<file path="src/rtl/csr_file_m_if.sv">
// Pipeline <-> machine-mode CSR file bus: CSR access, trap/return events and redirect targets.
interface csr_if #(
  parameter int XLEN = 64
);
  logic [11:0]     csr_idx;
  logic            csr_wr_en;
  logic [1:0]      csr_op;
  logic [XLEN-1:0] csr_wr_data;
  logic [XLEN-1:0] csr_rd_data;
  logic            csr_illegal;
  logic            ecall;
  logic            mret;
  logic            intr_take;
  logic [XLEN-1:0] exc_pc;
  logic            irq_timer;
  logic            irq_req;
  logic [XLEN-1:0] trap_target;
  logic [XLEN-1:0] mret_target;

  modport master (
    output csr_idx, csr_wr_en, csr_op, csr_wr_data, ecall, mret, intr_take, exc_pc, irq_timer,
    input  csr_rd_data, csr_illegal, irq_req, trap_target, mret_target
  );

  modport slave (
    input  csr_idx, csr_wr_en, csr_op, csr_wr_data, ecall, mret, intr_take, exc_pc, irq_timer,
    output csr_rd_data, csr_illegal, irq_req, trap_target, mret_target
  );
endinterface

</file>
<file path="src/rtl/csr_file_m.sv">
// Machine-mode CSR file: CSR rd/wr/set/clear, ecall/mret/timer-interrupt trap state, redirect targets.
// Reads and targets are combinational; all state updates land on the next clk edge.
module csr_file_m #(
  parameter int          XLEN        = 64,
  parameter logic [63:0] MSTATUS_RST = 64'h0000000a00001800,
  parameter logic [63:0] MTVEC_RST   = 64'h0
) (
  input logic   clk,
  input logic   rst_n,
  csr_if.slave  bus
);
  localparam logic [11:0] A_MSTATUS  = 12'h300;
  localparam logic [11:0] A_MIE      = 12'h304;
  localparam logic [11:0] A_MTVEC    = 12'h305;
  localparam logic [11:0] A_MSCRATCH = 12'h340;
  localparam logic [11:0] A_MEPC     = 12'h341;
  localparam logic [11:0] A_MCAUSE   = 12'h342;
  localparam logic [11:0] A_MIP      = 12'h344;
  localparam logic [11:0] A_MCYCLE   = 12'hB00;

  localparam logic [XLEN-1:0] MSTATUS_INIT = MSTATUS_RST[XLEN-1:0];
  localparam logic [XLEN-1:0] MTVEC_INIT   = MTVEC_RST[XLEN-1:0];
  localparam logic [XLEN-1:0] CAUSE_MTI    = {1'b1, (XLEN-1)'(7)};
  localparam logic [XLEN-1:0] CAUSE_ECALL  = XLEN'(11);

  logic [XLEN-1:0] mstatus_q, mtvec_q, mscratch_q, mepc_q, mcause_q, mcycle_q;
  logic            mtie_q;

  logic [XLEN-1:0] rd_val, wr_val, tvec_base;
  logic            illegal;
  logic            intr_fire, ecall_fire, mret_fire, csr_fire;

  always_comb begin
    rd_val  = '0;
    illegal = 1'b0;
    case (bus.csr_idx)
      A_MSTATUS:  rd_val = mstatus_q;
      A_MIE:      rd_val = XLEN'(mtie_q) << 7;
      A_MTVEC:    rd_val = mtvec_q;
      A_MSCRATCH: rd_val = mscratch_q;
      A_MEPC:     rd_val = mepc_q;
      A_MCAUSE:   rd_val = mcause_q;
      A_MIP:      rd_val = XLEN'(bus.irq_timer) << 7;
      A_MCYCLE:   rd_val = mcycle_q;
      default:    illegal = 1'b1;
    endcase
  end

  always_comb begin
    case (bus.csr_op)
      2'b01:   wr_val = bus.csr_wr_data;
      2'b10:   wr_val = rd_val | bus.csr_wr_data;
      2'b11:   wr_val = rd_val & ~bus.csr_wr_data;
      default: wr_val = rd_val;
    endcase
  end

  assign bus.csr_rd_data = rd_val;
  assign bus.csr_illegal = illegal;
  assign bus.irq_req     = mstatus_q[3] & mtie_q & bus.irq_timer;
  assign bus.mret_target = mepc_q;

  // An intr_take without a live request is treated as absent, so lower-priority events still fire.
  assign intr_fire  = bus.intr_take & bus.irq_req;
  assign ecall_fire = bus.ecall & ~intr_fire;
  assign mret_fire  = bus.mret & ~intr_fire & ~bus.ecall;
  assign csr_fire   = bus.csr_wr_en & (bus.csr_op != 2'b00) & ~illegal
                    & ~intr_fire & ~bus.ecall & ~bus.mret;

  assign tvec_base       = {mtvec_q[XLEN-1:2], 2'b00};
  assign bus.trap_target = (mtvec_q[1:0] == 2'b01 && intr_fire) ? tvec_base + XLEN'(28) : tvec_base;

  always_ff @(posedge clk) begin
    if (!rst_n) begin
      mstatus_q  <= MSTATUS_INIT;
      mtvec_q    <= MTVEC_INIT;
      mscratch_q <= '0;
      mepc_q     <= '0;
      mcause_q   <= '0;
      mcycle_q   <= '0;
      mtie_q     <= 1'b0;
    end else begin
      mcycle_q <= mcycle_q + 1'b1;
      if (intr_fire || ecall_fire) begin
        mepc_q            <= {bus.exc_pc[XLEN-1:2], 2'b00};
        mcause_q          <= intr_fire ? CAUSE_MTI : CAUSE_ECALL;
        mstatus_q[7]      <= mstatus_q[3];
        mstatus_q[3]      <= 1'b0;
        mstatus_q[12:11]  <= 2'b11;
      end else if (mret_fire) begin
        mstatus_q[3]      <= mstatus_q[7];
        mstatus_q[7]      <= 1'b1;
        mstatus_q[12:11]  <= 2'b11;
      end else if (csr_fire) begin
        case (bus.csr_idx)
          A_MSTATUS:  mstatus_q  <= wr_val;
          A_MIE:      mtie_q     <= wr_val[7];
          // Reserved vector modes 1x keep the current mode; the base still updates.
          A_MTVEC:    mtvec_q    <= wr_val[1] ? {wr_val[XLEN-1:2], mtvec_q[1:0]} : wr_val;
          A_MSCRATCH: mscratch_q <= wr_val;
          A_MEPC:     mepc_q     <= {wr_val[XLEN-1:2], 2'b00};
          A_MCAUSE:   mcause_q   <= wr_val;
          A_MCYCLE:   mcycle_q   <= wr_val;
          default:    ;
        endcase
      end
    end
  end
endmodule

</file>
<file path="src/flat_wrapper.sv">
// flat-port wrapper written by rule: the top's interface ports become plain ports
module csr_file_m_flat 
#(
  parameter int          XLEN        = 64,
  parameter logic [63:0] MSTATUS_RST = 64'h0000000a00001800,
  parameter logic [63:0] MTVEC_RST   = 64'h0
)
  (clk, rst_n, bus_csr_idx, bus_csr_wr_en, bus_csr_op, bus_csr_wr_data, bus_ecall, bus_mret, bus_intr_take, bus_exc_pc, bus_irq_timer, bus_csr_rd_data, bus_csr_illegal, bus_irq_req, bus_trap_target, bus_mret_target);
  csr_if #(.XLEN(XLEN)) bus_i ();
  input logic clk;
  input logic rst_n;
  input wire logic [$bits(bus_i.csr_idx)-1:0] bus_csr_idx;
  input wire logic [$bits(bus_i.csr_wr_en)-1:0] bus_csr_wr_en;
  input wire logic [$bits(bus_i.csr_op)-1:0] bus_csr_op;
  input wire logic [$bits(bus_i.csr_wr_data)-1:0] bus_csr_wr_data;
  input wire logic [$bits(bus_i.ecall)-1:0] bus_ecall;
  input wire logic [$bits(bus_i.mret)-1:0] bus_mret;
  input wire logic [$bits(bus_i.intr_take)-1:0] bus_intr_take;
  input wire logic [$bits(bus_i.exc_pc)-1:0] bus_exc_pc;
  input wire logic [$bits(bus_i.irq_timer)-1:0] bus_irq_timer;
  output wire logic [$bits(bus_i.csr_rd_data)-1:0] bus_csr_rd_data;
  output wire logic [$bits(bus_i.csr_illegal)-1:0] bus_csr_illegal;
  output wire logic [$bits(bus_i.irq_req)-1:0] bus_irq_req;
  output wire logic [$bits(bus_i.trap_target)-1:0] bus_trap_target;
  output wire logic [$bits(bus_i.mret_target)-1:0] bus_mret_target;
  assign bus_i.csr_idx = bus_csr_idx;
  assign bus_i.csr_wr_en = bus_csr_wr_en;
  assign bus_i.csr_op = bus_csr_op;
  assign bus_i.csr_wr_data = bus_csr_wr_data;
  assign bus_i.ecall = bus_ecall;
  assign bus_i.mret = bus_mret;
  assign bus_i.intr_take = bus_intr_take;
  assign bus_i.exc_pc = bus_exc_pc;
  assign bus_i.irq_timer = bus_irq_timer;
  assign bus_csr_rd_data = bus_i.csr_rd_data;
  assign bus_csr_illegal = bus_i.csr_illegal;
  assign bus_irq_req = bus_i.irq_req;
  assign bus_trap_target = bus_i.trap_target;
  assign bus_mret_target = bus_i.mret_target;
  csr_file_m #(.XLEN(XLEN), .MSTATUS_RST(MSTATUS_RST), .MTVEC_RST(MTVEC_RST)) u_core (.clk(clk), .rst_n(rst_n), .bus(bus_i));
endmodule
</file>
<file path="config.mk">
export PLATFORM = sky130hd
export DESIGN_NAME = csr_file_m_flat
export DESIGN_NICKNAME = d
export VERILOG_FILES = /design/src/rtl/csr_file_m_if.sv /design/src/rtl/csr_file_m.sv /design/src/flat_wrapper.sv
export SDC_FILE = /design/constraint.sdc
export NUM_CORES = 1
export LEC_CHECK = 0
export ABC_AREA = 1
export CELL_PAD_IN_SITES_DETAIL_PLACEMENT = 2
export CELL_PAD_IN_SITES_GLOBAL_PLACEMENT = 2
export CORE_ASPECT_RATIO = 1.1
export CORE_UTILIZATION = 32
export CTS_BUF_LIST = sky130_fd_sc_hd__clkbuf_8
export DETAILED_ROUTE_END_ITERATION = 7
export PLACE_DENSITY = 0.92
export SLEW_MARGIN = 20
export SYNTH_ARGS = -nofsm -noshare
export SYNTH_HDL_FRONTEND = slang
export SYNTH_SLANG_ARGS = --single-unit
</file>
<file path="constraint.sdc">
create_clock -name clk -period 4.2 [get_ports clk]
set_input_delay 0.84 -clock clk [delete_from_list [all_inputs] [get_ports clk]]
set_output_delay 0.84 -clock clk [all_outputs]
set_load 0.1 [all_outputs]
</file>
**Yosys cells after proc, flatten, opt, wreduce, memory -nomap -nowiden**

Cells that the tools add are included.

- Bits in registers: 382
- Bits of input ports: 149
- Output and inout bits: 194
- Word-level logic and storage cells: 91

- $add $sub $neg: 2
- Equal/unequal tests: 12
- Muxes and demuxes: 22
- Bitwise operators: 21
- Reduce and logical (&&, ||, !) cells: 23

Operator list:

| kind | number |
|---|---|
| 2-to-1 mux 64 bit | 14 |
| one-hot mux 64 bit (8 select lines) | 1 |
| one-hot mux 64 bit (3 select lines) | 1 |
| equality test 12 x 10 -> 1 bit (second input constant) | 7 |
| adder 64 x 1 -> 64 bit (second input constant) | 1 |
| adder 64 x 5 -> 64 bit (second input constant) | 1 |
| bitwise AND 64 bit | 1 |
| inverter 64 bit | 1 |
| bitwise OR 64 bit | 1 |
| 2-to-1 mux 8 bit | 2 |
| AND reduction 4 bit | 4 |
| equality test 12 bit (second input constant) | 1 |
| nonzero test 2 bit | 6 |
| bitwise AND 1 bit | 11 |
| OR reduction 8 bit | 1 |
| inverter 1 bit | 7 |
| AND reduction 2 bit | 3 |
| AND reduction 3 bit | 2 |
| nonzero test 3 bit | 2 |
| AND reduction 5 bit | 1 |
| equality test 2 bit (second input constant) | 2 |
| 2-to-1 mux 1 bit | 4 |
| OR reduction 3 bit | 1 |
| equality test 2 x 1 -> 1 bit (second input constant) | 1 |
| other kinds (4) | 4 |

**Logic depth before layout (Yosys ltp)**

- Depth after elaboration: 10
- Mapped depth: 16

**Least setup slack after synthesis**

Ideal clock, no wire load.

- Path kind: input to output
- Start point: input bus_csr_idx[0]
- End point: output bus_csr_rd_data[31]
- Arrival time: 3.713 ns
- Required time: 3.360 ns
- Path slack: -0.353 ns
- Stages: 9
- Path buffers: 0
- Cell sequence: nor2_1 > nand2_2 > nor2_2 > nand2_1 > nand2_1 > nor2_1 > nand2_2 > inv_1 > a21oi_1

- Cells in the longest elaborated chain, start to end: 2

Ends and longest elaborated chain:

| item | RTL line | RTL |
|---|---|---|
| start: declaration | flat_wrapper.sv:12 | `input wire logic [$bits(bus_i.csr_idx)-1:0] bus_csr_idx;` |
| equality test 12 bit / equality test 12 x 10 -> 1 bit (equally long branches) | csr_file_m.sv:36 | `case (bus.csr_idx)` |
| one-hot mux 64 bit (8 select lines) * | csr_file_m.sv:36 |  |
| end: declaration | flat_wrapper.sv:21 | `output wire logic [$bits(bus_i.csr_rd_data)-1:0] bus_csr_rd_data;` |

Mark *: on every way between the ends. The rest lies on a longest branch, timed or not.

**Worst setup path in the final report**

- Start point: input bus_csr_idx[1]
- End point: output bus_csr_rd_data[10]

Same word-level chain as after synthesis.

==> flow_summary.yaml <==
status:
  status: "complete, but fails checks"
  violations: "setup timing"
synth:
  yosys-top-cells-count: "nand2_1, nand3_1, nor2_1"
  ys_top_cells_by_area: "dfxtp_1, nand2_1, nand3_1, nor2_1, o21ai_0"
  yosysMostFrequentCell: "nand2_1"
  ys_types: 42
  syn_inst: 3839
  async_reset_ff_frac: 0
  syn_area_mm2: 0.0232
  synth_edf_count: 0
  synth_top_cell_area_share: 0.329
  synth_top_flop_cell: "dfxtp_1"
  postSynthAreaPerCell_um2: 6.05
  synth_seq_area_share: 0.329
  synth_area_leader_cell: "dfxtp_1"
  ys_seq_elements: 382
  synth_warnings: 0
timing:
  finalSetupViolCount: 8
  fin_crit_sh: 1.02
  hold_viol: 0
  worst_slew_pin_slew_ns: 1.13
  layout_setup_ws_ns: -0.0748
  fin_skew_ns: 0.0381
  fin_crit_ns: 4.27
  relSlewSlack: 0.243
  whs_ns: 0.494
  fmax_ghz: 0.234
  drv_slew: 0
global_route:
  grt_overflow: 0
  antenna_found_initial: 28
  first_global_vias: 36045
  grt_pass1_wl_mm: 257
  track_usage: 0.473
  grt_max_degree: 156
clocking:
  clk_latency_ns: 0.74
  cts_hold_buf: 0
  cts_buffers: 73
  h-tree-depth: 3
  clock-sinks: 382
  clkTransAtPathRegs_ns: 0.06
  cts_root_buffer: "clkbuf_8"
  cts_tree: "done"
  cts_max_path_buffers: 3
final_layout:
  final_cells: 5185
  drive_gt1_frac: 0.116
  syn2layout_area_growth_pct: 35.0
  nets: 4314
floorplanning:
  dieArea_mm2: 0.0736
  rows: 103
  fp.dieW_um: 259
  initial_core_util: 0.323
  die_h_um: 284
  pin_count: 343
  core_area_mm2: 0.0718
critical_path:
  cp.required_ns: 3.36
  cp_data_arrival_time_ns: 3.43
  crit_type: "input port to output port"
  cp_slowest_cell: "clkdlybuf4s50_1"
  max_stage_delay_ns: 0.64
  crit_chain: "clkdlybuf4s50_1 > inv_1 > nand2_2 > nor2_4 > nand2_1 > buf_6 > nor2_1 > a221oi_1 > nand4_1 > buf_12"
  critPathMaxFanout: 10
  startpoint_type: "input port"
  critPathCaptureType: "output port"
detailed_routing:
  ant_nets: 0
  routed_wirelength_mm: 178
  vias_per_cell: 6.41
  drc: 0
  drt_iter0_markers: 3864
  vias: 33210
  wl_per_cell_um: 34.3
  firstDrtPassIters: 7
min_path:
  hold_path_class: "register to register"
place:
  place_congestion: 0.985
  port_buffers: 336
  dpl.cell_count: 5031
  dp_hpwl_mm: 117
job:
  drv_cap: 0
power_and_ir_drop:
  vdd_drop_max_v: 0.000212
  leakage_nw: 13.1
  p_per_area_mw_per_mm2: 291
  total_power_mw: 9.11
## timing repair
| item | in CTS | in global routing |
|---|---|---|
| cloned | 0 | 0 |
| setup buffers | 1 | 1 |
| pin swaps | 4 | 4 |
| endpoints found under the hold margin | 0 | 0 |
| setup endpoints to repair | 36 | 40 |
| resized for setup | 28 | 28 |
## path summary, 6_finish.rpt
path | start | endpoint | slack [ns] | cells after the start
max reg2reg | u_core.mcycle_q[0] | u_core.mcycle_q[32] | 0.81 | 10
max | bus_csr_idx[1] | bus_csr_rd_data[10] | -0.07 | 10
min reg2reg | u_core.mcause_q[62] | u_core.mcause_q[62] | 0.49 | 2
min | u_core.mcause_q[62] | u_core.mcause_q[62] | 0.49 | 2
## power by group
| part | switching (mW) | total, mW | internal, mW |
|---|---|---|---|
| Combinational | 0.841 | 1.13 | 0.286 |
| Clock | 2.14 | 4.26 | 2.13 |
| Sequential | 0.0581 | 3.72 | 3.66 |
## per-stage QoR
step / setup TNS, ns / util / setup slack (ns) / area, um2
finish: -0.214 / 0.437 / -0.0748 / 31300
global route: -0.0325 / 0.436 / -0.0228 / 31300
CTS: 0 / 0.435 / 0.0115 / 31200
detailed placement: -2.09 / 0.412 / -0.230 / 29600
global placement: -0.448 / 0.412 / -0.0885 / 29600
floorplan: -0.705 / - / -0.353 / 23300
## registers in the layout (all words and copies together) (netlist names)
| signal | flops |
|---|---|
| u_core.mcycle_q | 64 |
| u_core.mstatus_q | 64 |
| u_core.bus.mret_target | 62 |
| u_core.mscratch_q | 64 |
| u_core.mtvec_q | 63 |
| u_core.mcause_q | 64 |
| u_core.mtie_q | 1 |
## metal layers
metal  up-vias  part of all wire  track usage
met5         -           0.00075            0
met4        14             0.096        0.382
met3      1073              0.11        0.163
met2      2621              0.44        0.740
met1     16382              0.35        0.519
li1      13120                 -            -
## critical path, delay by kind of cell
kind | cells | cell delay [ns]
buffers and inverters | 4 | 1.35
AND/OR/NAND/NOR | 5 | 0.93
AO/OA/AOI/OAI | 1 | 0.28
## kinds of logic (layout without fill, tap and decap cells)
group	Yosys count	in the layout	synth area share
other	1	21	0.000162
adder cells (fa/ha/maj)	2	2	0.00108
XOR/XNOR	100	100	0.0377
flip-flops	382	382	0.329
AO/OA/AOI/OAI	638	638	0.142
AND/OR/NAND/NOR	2094	2094	0.385
buffers and inverters	622	1003	0.104
## placed cells by master (no fill, tap or decap), drive strengths merged, types with 9 or more instances in the layout
cell type / n
diode: 17
clkbuf: 93
xor2: 59
buf: 275
a21oi: 254
nand4: 64
nand3: 551
inv: 406
o2111ai: 9
o21ai: 348
clkdlybuf4s50: 204
xnor2: 41
clkinv: 17
dfxtp: 382
nor2: 496
a221oi: 9
nand2: 903
o21bai: 10
nor3: 55
## final cells by class
class	instances	area (um2)
well taps	945	1180
multi-input cells	2838	13500
fillers	8348	40400
repair buffers	482	5980
clock buffers	93	1280
flip-flops and latches	382	7660
inverters	386	1450
diodes	17	42.5
clock inverters	42	249
Power figures use the tool's default switching activity.
